<file path="config.mk">
export PLATFORM = sky130hd
export DESIGN_NAME = br_redirect_ctrl_flat
export DESIGN_NICKNAME = d
export VERILOG_FILES = /design/src/rtl/br_redirect_if.sv /design/src/rtl/br_redirect_ctrl.sv /design/src/flat_wrapper.sv
export SDC_FILE = /design/constraint.sdc
export NUM_CORES = 1
export LEC_CHECK = 0
export ABC_AREA = 1
export CORE_MARGIN = 2
export CORE_UTILIZATION = 53
export DETAILED_ROUTE_END_ITERATION = 10
export PLACE_DENSITY = 0.87
export SLEW_MARGIN = 10
export SYNTH_ARGS = -nofsm -noshare
export SYNTH_HDL_FRONTEND = slang
export SYNTH_SLANG_ARGS = --single-unit
</file>
<file path="constraint.sdc">
create_clock -name clk -period 10.5 [get_ports clk]
set_input_delay 2.625 -clock clk [delete_from_list [all_inputs] [get_ports clk]]
set_output_delay 2.625 -clock clk [all_outputs]
set_load 0.01 [all_outputs]
</file>
<file path="src/rtl/br_redirect_if.sv">
// Branch request / redirect bundle between the decode side, the EX-stage
// branch controller and the fetch-redirect consumer.
interface br_redirect_if #(
    parameter int unsigned CNT_W = 16
);
    localparam int unsigned XLEN  = 32;
    localparam int unsigned OP_W  = 4;
    localparam int unsigned DIN_W = 26;
    localparam int unsigned REG_W = 5;

    // Branch request
    logic              br_valid;
    logic              br_ready;
    logic [XLEN-1:0]   br_pc;
    logic [OP_W-1:0]   br_op;
    logic [DIN_W-1:0]  br_din;
    logic [XLEN-1:0]   br_rj;
    logic [XLEN-1:0]   br_rd;
    logic              br_pred_taken;
    logic [XLEN-1:0]   br_pred_target;

    // Redirect to IF
    logic              redir_valid;
    logic              redir_ready;
    logic [XLEN-1:0]   redir_target;
    logic              flush;

    // Link write, fault and resolution reporting
    logic              link_we;
    logic [REG_W-1:0]  link_addr;
    logic [XLEN-1:0]   link_wdata;
    logic              adef;
    logic              resp_valid;
    logic              resp_taken;
    logic [CNT_W-1:0]  mispred_cnt;

    // Requester / redirect consumer side
    modport master (
        output br_valid, br_pc, br_op, br_din, br_rj, br_rd,
               br_pred_taken, br_pred_target, redir_ready,
        input  br_ready, redir_valid, redir_target, flush,
               link_we, link_addr, link_wdata, adef,
               resp_valid, resp_taken, mispred_cnt
    );

    // Branch controller side
    modport slave (
        input  br_valid, br_pc, br_op, br_din, br_rj, br_rd,
               br_pred_taken, br_pred_target, redir_ready,
        output br_ready, redir_valid, redir_target, flush,
               link_we, link_addr, link_wdata, adef,
               resp_valid, resp_taken, mispred_cnt
    );
endinterface

</file>
<file path="src/rtl/br_redirect_ctrl.sv">
// EX-stage branch resolution and redirect controller.
// The branch is resolved from the request fields at the acceptance edge so
// that every resolution output is a flop presented in the RESOLVE cycle;
// br_ready is the only output decoded from state.
module br_redirect_ctrl #(
    parameter logic [31:0] PC_RESET = 32'h1C00_0000,
    parameter int unsigned CNT_W    = 16
) (
    input  logic        clk,
    input  logic        rst_n,
    br_redirect_if.slave bus
);
    localparam int unsigned XLEN  = 32;
    localparam int unsigned OP_W  = 4;
    localparam int unsigned REG_W = 5;

    localparam logic [OP_W-1:0] OP_BEQ  = 4'd0;
    localparam logic [OP_W-1:0] OP_BNE  = 4'd1;
    localparam logic [OP_W-1:0] OP_BLT  = 4'd2;
    localparam logic [OP_W-1:0] OP_BGE  = 4'd3;
    localparam logic [OP_W-1:0] OP_BLTU = 4'd4;
    localparam logic [OP_W-1:0] OP_BGEU = 4'd5;
    localparam logic [OP_W-1:0] OP_B    = 4'd6;
    localparam logic [OP_W-1:0] OP_BL   = 4'd7;
    localparam logic [OP_W-1:0] OP_JIRL = 4'd8;

    localparam logic [REG_W-1:0] LINK_REG_BL = 5'd1;

    typedef enum logic [1:0] {
        ST_IDLE,
        ST_RESOLVE,
        ST_REDIRECT
    } state_e;

    state_e            state_q, state_d;
    logic              redir_valid_q, redir_valid_d;
    logic [XLEN-1:0]   redir_target_q, redir_target_d;
    logic              flush_q, flush_d;
    logic              link_we_q, link_we_d;
    logic [REG_W-1:0]  link_addr_q, link_addr_d;
    logic [XLEN-1:0]   link_wdata_q, link_wdata_d;
    logic              adef_q, adef_d;
    logic              resp_valid_q, resp_valid_d;
    logic              resp_taken_q, resp_taken_d;
    logic [CNT_W-1:0]  cnt_q, cnt_d;

    logic              accept_c;
    logic [XLEN-1:0]   offs_c;
    logic [XLEN-1:0]   base_c;
    logic [XLEN-1:0]   target_c;
    logic [XLEN-1:0]   pc_plus4_c;
    logic              taken_c;
    logic              link_c;
    logic [REG_W-1:0]  link_addr_c;
    logic              adef_c;
    logic              mis_c;
    logic              redirect_c;

    assign accept_c = bus.br_valid && (state_q == ST_IDLE);

    // Resolve the presented request: offset, target, direction, link, mispredict
    always_comb begin
        offs_c      = {{14{bus.br_din[25]}}, bus.br_din[25:10], 2'b00};
        base_c      = bus.br_pc;
        taken_c     = 1'b0;
        link_c      = 1'b0;
        case (bus.br_op)
            OP_BEQ:  taken_c = (bus.br_rj == bus.br_rd);
            OP_BNE:  taken_c = (bus.br_rj != bus.br_rd);
            OP_BLT:  taken_c = ($signed(bus.br_rj) <  $signed(bus.br_rd));
            OP_BGE:  taken_c = ($signed(bus.br_rj) >= $signed(bus.br_rd));
            OP_BLTU: taken_c = (bus.br_rj <  bus.br_rd);
            OP_BGEU: taken_c = (bus.br_rj >= bus.br_rd);
            OP_B: begin
                taken_c = 1'b1;
                offs_c  = {{4{bus.br_din[9]}}, bus.br_din[9:0], bus.br_din[25:10], 2'b00};
            end
            OP_BL: begin
                taken_c = 1'b1;
                link_c  = 1'b1;
                offs_c  = {{4{bus.br_din[9]}}, bus.br_din[9:0], bus.br_din[25:10], 2'b00};
            end
            OP_JIRL: begin
                taken_c = 1'b1;
                link_c  = 1'b1;
                base_c  = bus.br_rj;
            end
            default: ;
        endcase
        target_c    = base_c + offs_c;
        pc_plus4_c  = bus.br_pc + XLEN'(4);
        link_addr_c = (bus.br_op == OP_BL) ? LINK_REG_BL : bus.br_din[4:0];
        adef_c      = taken_c && (target_c[1:0] != 2'b00);
        // Illegal ops resolve not-taken, so only the predicted direction matters
        mis_c       = (taken_c != bus.br_pred_taken)
                    || (taken_c && bus.br_pred_taken && (target_c != bus.br_pred_target));
        // An alignment fault takes precedence over any redirect
        redirect_c  = mis_c && !adef_c;
    end

    // Next-state and registered-output logic
    always_comb begin
        state_d        = state_q;
        redir_valid_d  = 1'b0;
        redir_target_d = redir_target_q;
        flush_d        = 1'b0;
        link_we_d      = 1'b0;
        link_addr_d    = link_addr_q;
        link_wdata_d   = link_wdata_q;
        adef_d         = 1'b0;
        resp_valid_d   = 1'b0;
        resp_taken_d   = resp_taken_q;
        cnt_d          = cnt_q;

        case (state_q)
            ST_IDLE: begin
                if (accept_c) begin
                    state_d      = ST_RESOLVE;
                    resp_valid_d = 1'b1;
                    resp_taken_d = taken_c;
                    adef_d       = adef_c;
                    if (link_c) begin
                        link_we_d    = 1'b1;
                        link_addr_d  = link_addr_c;
                        link_wdata_d = pc_plus4_c;
                    end
                    if (redirect_c) begin
                        redir_valid_d  = 1'b1;
                        flush_d        = 1'b1;
                        redir_target_d = taken_c ? target_c : pc_plus4_c;
                        cnt_d          = (cnt_q == {CNT_W{1'b1}}) ? cnt_q : cnt_q + CNT_W'(1);
                    end
                end
            end
            ST_RESOLVE: begin
                if (redir_valid_q) begin
                    if (bus.redir_ready) begin
                        state_d = ST_IDLE;
                    end else begin
                        state_d       = ST_REDIRECT;
                        redir_valid_d = 1'b1;
                    end
                end else begin
                    state_d = ST_IDLE;
                end
            end
            ST_REDIRECT: begin
                if (bus.redir_ready) begin
                    state_d = ST_IDLE;
                end else begin
                    redir_valid_d = 1'b1;
                end
            end
            default: state_d = ST_IDLE;
        endcase
    end

    // State and output registers with synchronous active-low reset
    always_ff @(posedge clk) begin
        if (!rst_n) begin
            state_q        <= ST_IDLE;
            redir_valid_q  <= 1'b0;
            redir_target_q <= PC_RESET;
            flush_q        <= 1'b0;
            link_we_q      <= 1'b0;
            link_addr_q    <= '0;
            link_wdata_q   <= '0;
            adef_q         <= 1'b0;
            resp_valid_q   <= 1'b0;
            resp_taken_q   <= 1'b0;
            cnt_q          <= '0;
        end else begin
            state_q        <= state_d;
            redir_valid_q  <= redir_valid_d;
            redir_target_q <= redir_target_d;
            flush_q        <= flush_d;
            link_we_q      <= link_we_d;
            link_addr_q    <= link_addr_d;
            link_wdata_q   <= link_wdata_d;
            adef_q         <= adef_d;
            resp_valid_q   <= resp_valid_d;
            resp_taken_q   <= resp_taken_d;
            cnt_q          <= cnt_d;
        end
    end

    assign bus.br_ready     = (state_q == ST_IDLE);
    assign bus.redir_valid  = redir_valid_q;
    assign bus.redir_target = redir_target_q;
    assign bus.flush        = flush_q;
    assign bus.link_we      = link_we_q;
    assign bus.link_addr    = link_addr_q;
    assign bus.link_wdata   = link_wdata_q;
    assign bus.adef         = adef_q;
    assign bus.resp_valid   = resp_valid_q;
    assign bus.resp_taken   = resp_taken_q;
    assign bus.mispred_cnt  = cnt_q;

endmodule

</file>
<file path="src/flat_wrapper.sv">
// flat-port wrapper written by rule: the top's interface ports become plain ports
module br_redirect_ctrl_flat 
#(
    parameter logic [31:0] PC_RESET = 32'h1C00_0000,
    parameter int unsigned CNT_W    = 16
)
  (clk, rst_n, bus_br_valid, bus_br_pc, bus_br_op, bus_br_din, bus_br_rj, bus_br_rd, bus_br_pred_taken, bus_br_pred_target, bus_redir_ready, bus_br_ready, bus_redir_valid, bus_redir_target, bus_flush, bus_link_we, bus_link_addr, bus_link_wdata, bus_adef, bus_resp_valid, bus_resp_taken, bus_mispred_cnt);
  br_redirect_if #(.CNT_W(CNT_W)) bus_i ();
  input  logic clk;
  input  logic rst_n;
  input wire logic [$bits(bus_i.br_valid)-1:0] bus_br_valid;
  input wire logic [$bits(bus_i.br_pc)-1:0] bus_br_pc;
  input wire logic [$bits(bus_i.br_op)-1:0] bus_br_op;
  input wire logic [$bits(bus_i.br_din)-1:0] bus_br_din;
  input wire logic [$bits(bus_i.br_rj)-1:0] bus_br_rj;
  input wire logic [$bits(bus_i.br_rd)-1:0] bus_br_rd;
  input wire logic [$bits(bus_i.br_pred_taken)-1:0] bus_br_pred_taken;
  input wire logic [$bits(bus_i.br_pred_target)-1:0] bus_br_pred_target;
  input wire logic [$bits(bus_i.redir_ready)-1:0] bus_redir_ready;
  output wire logic [$bits(bus_i.br_ready)-1:0] bus_br_ready;
  output wire logic [$bits(bus_i.redir_valid)-1:0] bus_redir_valid;
  output wire logic [$bits(bus_i.redir_target)-1:0] bus_redir_target;
  output wire logic [$bits(bus_i.flush)-1:0] bus_flush;
  output wire logic [$bits(bus_i.link_we)-1:0] bus_link_we;
  output wire logic [$bits(bus_i.link_addr)-1:0] bus_link_addr;
  output wire logic [$bits(bus_i.link_wdata)-1:0] bus_link_wdata;
  output wire logic [$bits(bus_i.adef)-1:0] bus_adef;
  output wire logic [$bits(bus_i.resp_valid)-1:0] bus_resp_valid;
  output wire logic [$bits(bus_i.resp_taken)-1:0] bus_resp_taken;
  output wire logic [$bits(bus_i.mispred_cnt)-1:0] bus_mispred_cnt;
  assign bus_i.br_valid = bus_br_valid;
  assign bus_i.br_pc = bus_br_pc;
  assign bus_i.br_op = bus_br_op;
  assign bus_i.br_din = bus_br_din;
  assign bus_i.br_rj = bus_br_rj;
  assign bus_i.br_rd = bus_br_rd;
  assign bus_i.br_pred_taken = bus_br_pred_taken;
  assign bus_i.br_pred_target = bus_br_pred_target;
  assign bus_i.redir_ready = bus_redir_ready;
  assign bus_br_ready = bus_i.br_ready;
  assign bus_redir_valid = bus_i.redir_valid;
  assign bus_redir_target = bus_i.redir_target;
  assign bus_flush = bus_i.flush;
  assign bus_link_we = bus_i.link_we;
  assign bus_link_addr = bus_i.link_addr;
  assign bus_link_wdata = bus_i.link_wdata;
  assign bus_adef = bus_i.adef;
  assign bus_resp_valid = bus_i.resp_valid;
  assign bus_resp_taken = bus_i.resp_taken;
  assign bus_mispred_cnt = bus_i.mispred_cnt;
  br_redirect_ctrl #(.PC_RESET(PC_RESET), .CNT_W(CNT_W)) u_core (.clk(clk), .rst_n(rst_n), .bus(bus_i));
endmodule
</file>
==> impl_metrics.yaml <==
run_status:
  status: "completed"
critical_path:
  startpoint_type: "primary input"
  cp_data_required_time_ns: 10.72
  crit_fanout: 34
  timing.rr.start: "u_core.state_q[1]"
  critical_path.reg2reg.endpoint: "u_core.bus.link_wdata[7]"
  crit_path_start: "bus_br_op[0]"
  critPathKind: "primary input to register"
  cp_capture_type: "register"
  worst-r2r-setup-slack_ns: 7.72
  worstPathArrival_ns: 7.70
  worstRegToRegCells: 8
  endpoint: "u_core.bus.redir_valid"
final_layout:
  post_layout_nets: 1992
  final_area_mm2: 0.0120
  num_antenna_cells: 0
  layout.core_utilization_pct: 72.2
  drive_gt1_share_pct: 2.83
  area.growth.synth_to_final_pct: 33.0
  num-fill-cells: 1435
sta:
  timing_worst_slew_pin_value_ns: 0.972
  final_hold_viol_count: 0
  timing.final.crit_share_pct: 71.2
  finClkSkew_ns: 0.00696
  maxClockFrequency_ghz: 0.134
  slew-limit-headroom_pct: 35.1
  finalWorstPathRequiredPeriod_ns: 7.48
  tns_ns: 0
  unrepaired_setup_endpoints_after_global_routing: "no"
  timing.final.max_slew_violations: 0
  final-setup-viol-count: 0
place:
  place.gp.congestion: 1.07
  place_area_mm2: 0.0116
  io_buffers: 254
  place.detailed.hpwl_mm: 28.9
pwr:
  power_leakage_nw: 5.96
  power_density_mw_per_mm2: 107
  seq_power_share_pct: 30.3
  worst_ir_drop_vdd_v: 0.0000945
  clock_share_of_power_pct: 27.6
  internal-power_w: 0.000808
  net_sw_power_w: 0.000468
  power.share.combinational_pct: 42.1
  p_sw_share_pct: 36.7
clock_network:
  clk-insertion-delay-late_ns: 0.34
  post_cts.repair.setup_buffers: 0
  cts-root-to-sink-buffers: 2
  clk_pin_slew_worst_paths_ns: 0.06
  cts_hold_buffers: 0
  clock_tree.root_cell: "sky130_fd_sc_hd__clkbuf_16"
  tritoncts: "done"
  inserted_clock_buffers: 9
  cts_sinks: 93
  ctsResizeCount: 0
  h_tree_levels: 3
synthesis:
  post_synth_xor_area_fraction_pct: 5.20
  seq_area_frac_synth_pct: 20.7
  synth.ff_latch_count: 93
  synth_mux_area_share_pct: 1.00
  post_synth_fa_ha_maj_area_fraction_pct: 9.54
  synth_compound_area_share_pct: 11.4
  synthesis.area_per_instance_um2: 5.88
  postSynthCellCount: 1532
  yosysWarningCount: 0
  syn-num-nets: 1763
  async_set_or_reset_register_ratio_after_synthesis_pct: 0
  mappedNetlistArea_mm2: 0.00900
  synth-simple-area-share_pct: 39.6
  synth_edf_count: 0
  synth_top_family_by_area: "simple AND/OR/NAND/NOR gates"
  post_synth_num_cell_types: 44
  postSynth.topFlopCell: "sky130_fd_sc_hd__dfxtp_1"
floorplanning:
  design.die.area_mm2: 0.0180
  die_height_um: 134
  initial_core_util_pct: 54.3
  coreArea_mm2: 0.0166
  floorplan.rows: 47
  io_pins: 255
  fp.dieW_um: 134
job:
  max_cap_viol_count: 0
route:
  routed_wire_length_per_instance_um: 17.6
  drc: 0
  drt_pre_antenna_iters: 6
  detail_route.wirelength_mm: 34.9
  drt_iter0_markers: 1175
  drtAntennaViolNets: 0
  via_count: 11000
  drt-vias-per-instance: 5.53
global_route:
  track_usage_pct: 38.0
  antenna_found_initial: 0
  grt_max_degree: 57
  grt_pass1_vias: 10300
  grt-ovfl-total: 0
  grt_first_pass_wirelength_mm: 53.7
hold_path:
  hp-class: "register to register"
## sequential cells by signal (all words and copies together) (netlist names)
name	cells
u_core.bus.resp_valid	1
u_core.bus.resp_taken	1
u_core.bus.link_wdata	32
u_core.state_q	2
u_core.bus.link_we	1
u_core.bus.flush	1
u_core.bus.adef	1
u_core.bus.redir_target	32
u_core.bus.link_addr	5
u_core.bus.redir_valid	1
u_core.bus.mispred_cnt	16
## power groups by stage
stage | sequential, W | combinational (W) | clock (W)
final | 0.000387 | 0.000537 | 0.000352
after global routing | 0.000388 | 0.000588 | 0.000369
after CTS | 0.000386 | 0.000524 | 0.000354
after detailed placement | 0.000394 | 0.000521 | 0
after global placement | 0.000393 | 0.000511 | 0
after floorplan | 0.000400 | 0.000303 | 0
## stage by stage
step,std cells,total power [W],setup WS [ns],hold slack [ns]
floorplan,1532,0.000703,4.48,0.483
global placement,1970,0.000905,2.97,0.452
detailed placement,1970,0.000914,2.82,0.458
CTS,1986,0.00126,3.16,0.468
global route,1986,0.00134,2.58,0.481
finish,1986,0.00128,3.02,0.470
## final cells by class
type,count,area (µm²),share of cell area (%)
flip-flops and latches,93,1860,15.5
repair buffers,258,2570,21.5
multi-input cells,1152,6010,50.2
well taps,220,275,2.30
inverters,247,930,7.76
clock inverters,3,67.6,0.564
clock buffers,13,260,2.17
## Yosys cell counts (4+ instances only)
cell | number | area (µm²)
sky130_fd_sc_hd__mux2_2 | 8 | 90.1
sky130_fd_sc_hd__nor2_1 | 192 | 721
sky130_fd_sc_hd__nand3_1 | 123 | 616
sky130_fd_sc_hd__a31oi_1 | 5 | 31.3
sky130_fd_sc_hd__nor3_1 | 24 | 120
sky130_fd_sc_hd__o21ai_0 | 71 | 355
sky130_fd_sc_hd__ha_1 | 67 | 838
sky130_fd_sc_hd__o21ai_1 | 7 | 35.0
sky130_fd_sc_hd__buf_1 | 6 | 22.5
sky130_fd_sc_hd__dfxtp_1 | 93 | 1860
sky130_fd_sc_hd__xor2_1 | 40 | 350
sky130_fd_sc_hd__nand2_1 | 418 | 1570
sky130_fd_sc_hd__inv_1 | 245 | 920
sky130_fd_sc_hd__buf_2 | 5 | 25.0
sky130_fd_sc_hd__nor4_1 | 10 | 62.6
sky130_fd_sc_hd__clkbuf_1 | 22 | 82.6
sky130_fd_sc_hd__o21a_1 | 4 | 30.0
sky130_fd_sc_hd__buf_6 | 5 | 56.3
sky130_fd_sc_hd__nand3b_1 | 9 | 67.6
sky130_fd_sc_hd__xnor2_1 | 8 | 70.1
sky130_fd_sc_hd__a21oi_1 | 98 | 490
sky130_fd_sc_hd__nand2_2 | 6 | 37.5
sky130_fd_sc_hd__nand4_1 | 32 | 200
## metal layers
layer  up-vias  track usage [%]  share of wire [%]
li1       5343                -                  -
met1      4995             51.9                 43
met2       576             62.7                 46
met3        62             5.71                9.7
met4         0             9.53                2.2
met5         -                0                  0
## how the worst min path moves through the flow
stage,start,endpoint,slack (ns),cells after the start
floorplan,u_core.bus.redir_target[12],u_core.bus.redir_target[12],0.48,2
global placement,u_core.bus.link_wdata[8],u_core.bus.link_wdata[8],0.45,2
detailed placement,u_core.bus.link_wdata[8],u_core.bus.link_wdata[8],0.46,2
CTS,u_core.bus.link_wdata[8],u_core.bus.link_wdata[8],0.47,2
global route,u_core.bus.link_addr[3],u_core.bus.link_addr[3],0.48,2
finish,u_core.bus.link_addr[3],u_core.bus.link_addr[3],0.47,2
## cell usage in the layout (no fill, tap or decap), drive strengths merged
| cell | n |
|---|---|
| a21oi | 100 |
| a31oi | 5 |
| and2 | 3 |
| and3 | 1 |
| buf | 4 |
| bufinv | 2 |
| clkbuf | 13 |
| clkdlybuf4s50 | 254 |
| clkinvlp | 1 |
| dfxtp | 93 |
| fa | 1 |
| ha | 67 |
| inv | 247 |
| mux2 | 8 |
| nand2 | 426 |
| nand3 | 127 |
| nand3b | 9 |
| nand4 | 32 |
| nor2 | 193 |
| nor3 | 27 |
| nor4 | 11 |
| o2111ai | 2 |
| o211ai | 2 |
| o21a | 4 |
| o21ai | 81 |
| or2 | 2 |
| or4 | 1 |
| xnor2 | 8 |
| xor2 | 40 |
| xor3 | 2 |
## worst max-delay path: stages
cell,delay (ns)
sky130_fd_sc_hd__clkdlybuf4s50_1,0.48
sky130_fd_sc_hd__nor2_1,0.19
sky130_fd_sc_hd__nand3_2,0.52
sky130_fd_sc_hd__buf_4,0.48
sky130_fd_sc_hd__mux2_2,0.33
sky130_fd_sc_hd__ha_1,0.22
sky130_fd_sc_hd__fa_1,0.44
sky130_fd_sc_hd__nand2_1,0.09
sky130_fd_sc_hd__nand2_1,0.10
sky130_fd_sc_hd__nand3_1,0.11
sky130_fd_sc_hd__nand2_1,0.09
sky130_fd_sc_hd__nand2_1,0.09
sky130_fd_sc_hd__nand2_1,0.09
sky130_fd_sc_hd__nand2_1,0.07
sky130_fd_sc_hd__nand2_1,0.05
sky130_fd_sc_hd__nor2_1,0.12
sky130_fd_sc_hd__nand2_1,0.06
sky130_fd_sc_hd__nor2_1,0.09
sky130_fd_sc_hd__nand2_1,0.06
sky130_fd_sc_hd__nor2_1,0.17
sky130_fd_sc_hd__nand2_1,0.07
sky130_fd_sc_hd__nor2_1,0.09
sky130_fd_sc_hd__nand2_1,0.10
sky130_fd_sc_hd__nand2_2,0.09
sky130_fd_sc_hd__nand2_4,0.21
sky130_fd_sc_hd__nand2_8,0.28
sky130_fd_sc_hd__nor2_1,0.13
sky130_fd_sc_hd__or2_1,0.25
## cell families after synthesis
kind of cell / after synthesis
AOI/OAI and AO/OA: 194
adders and majority gates: 68
xor gates and xnor gates: 50
and+or+nand+nor: 832
DFF: 93
buffers and inverters: 287
muxes: 8
Note: power is estimated with default switching activity, not from simulation.
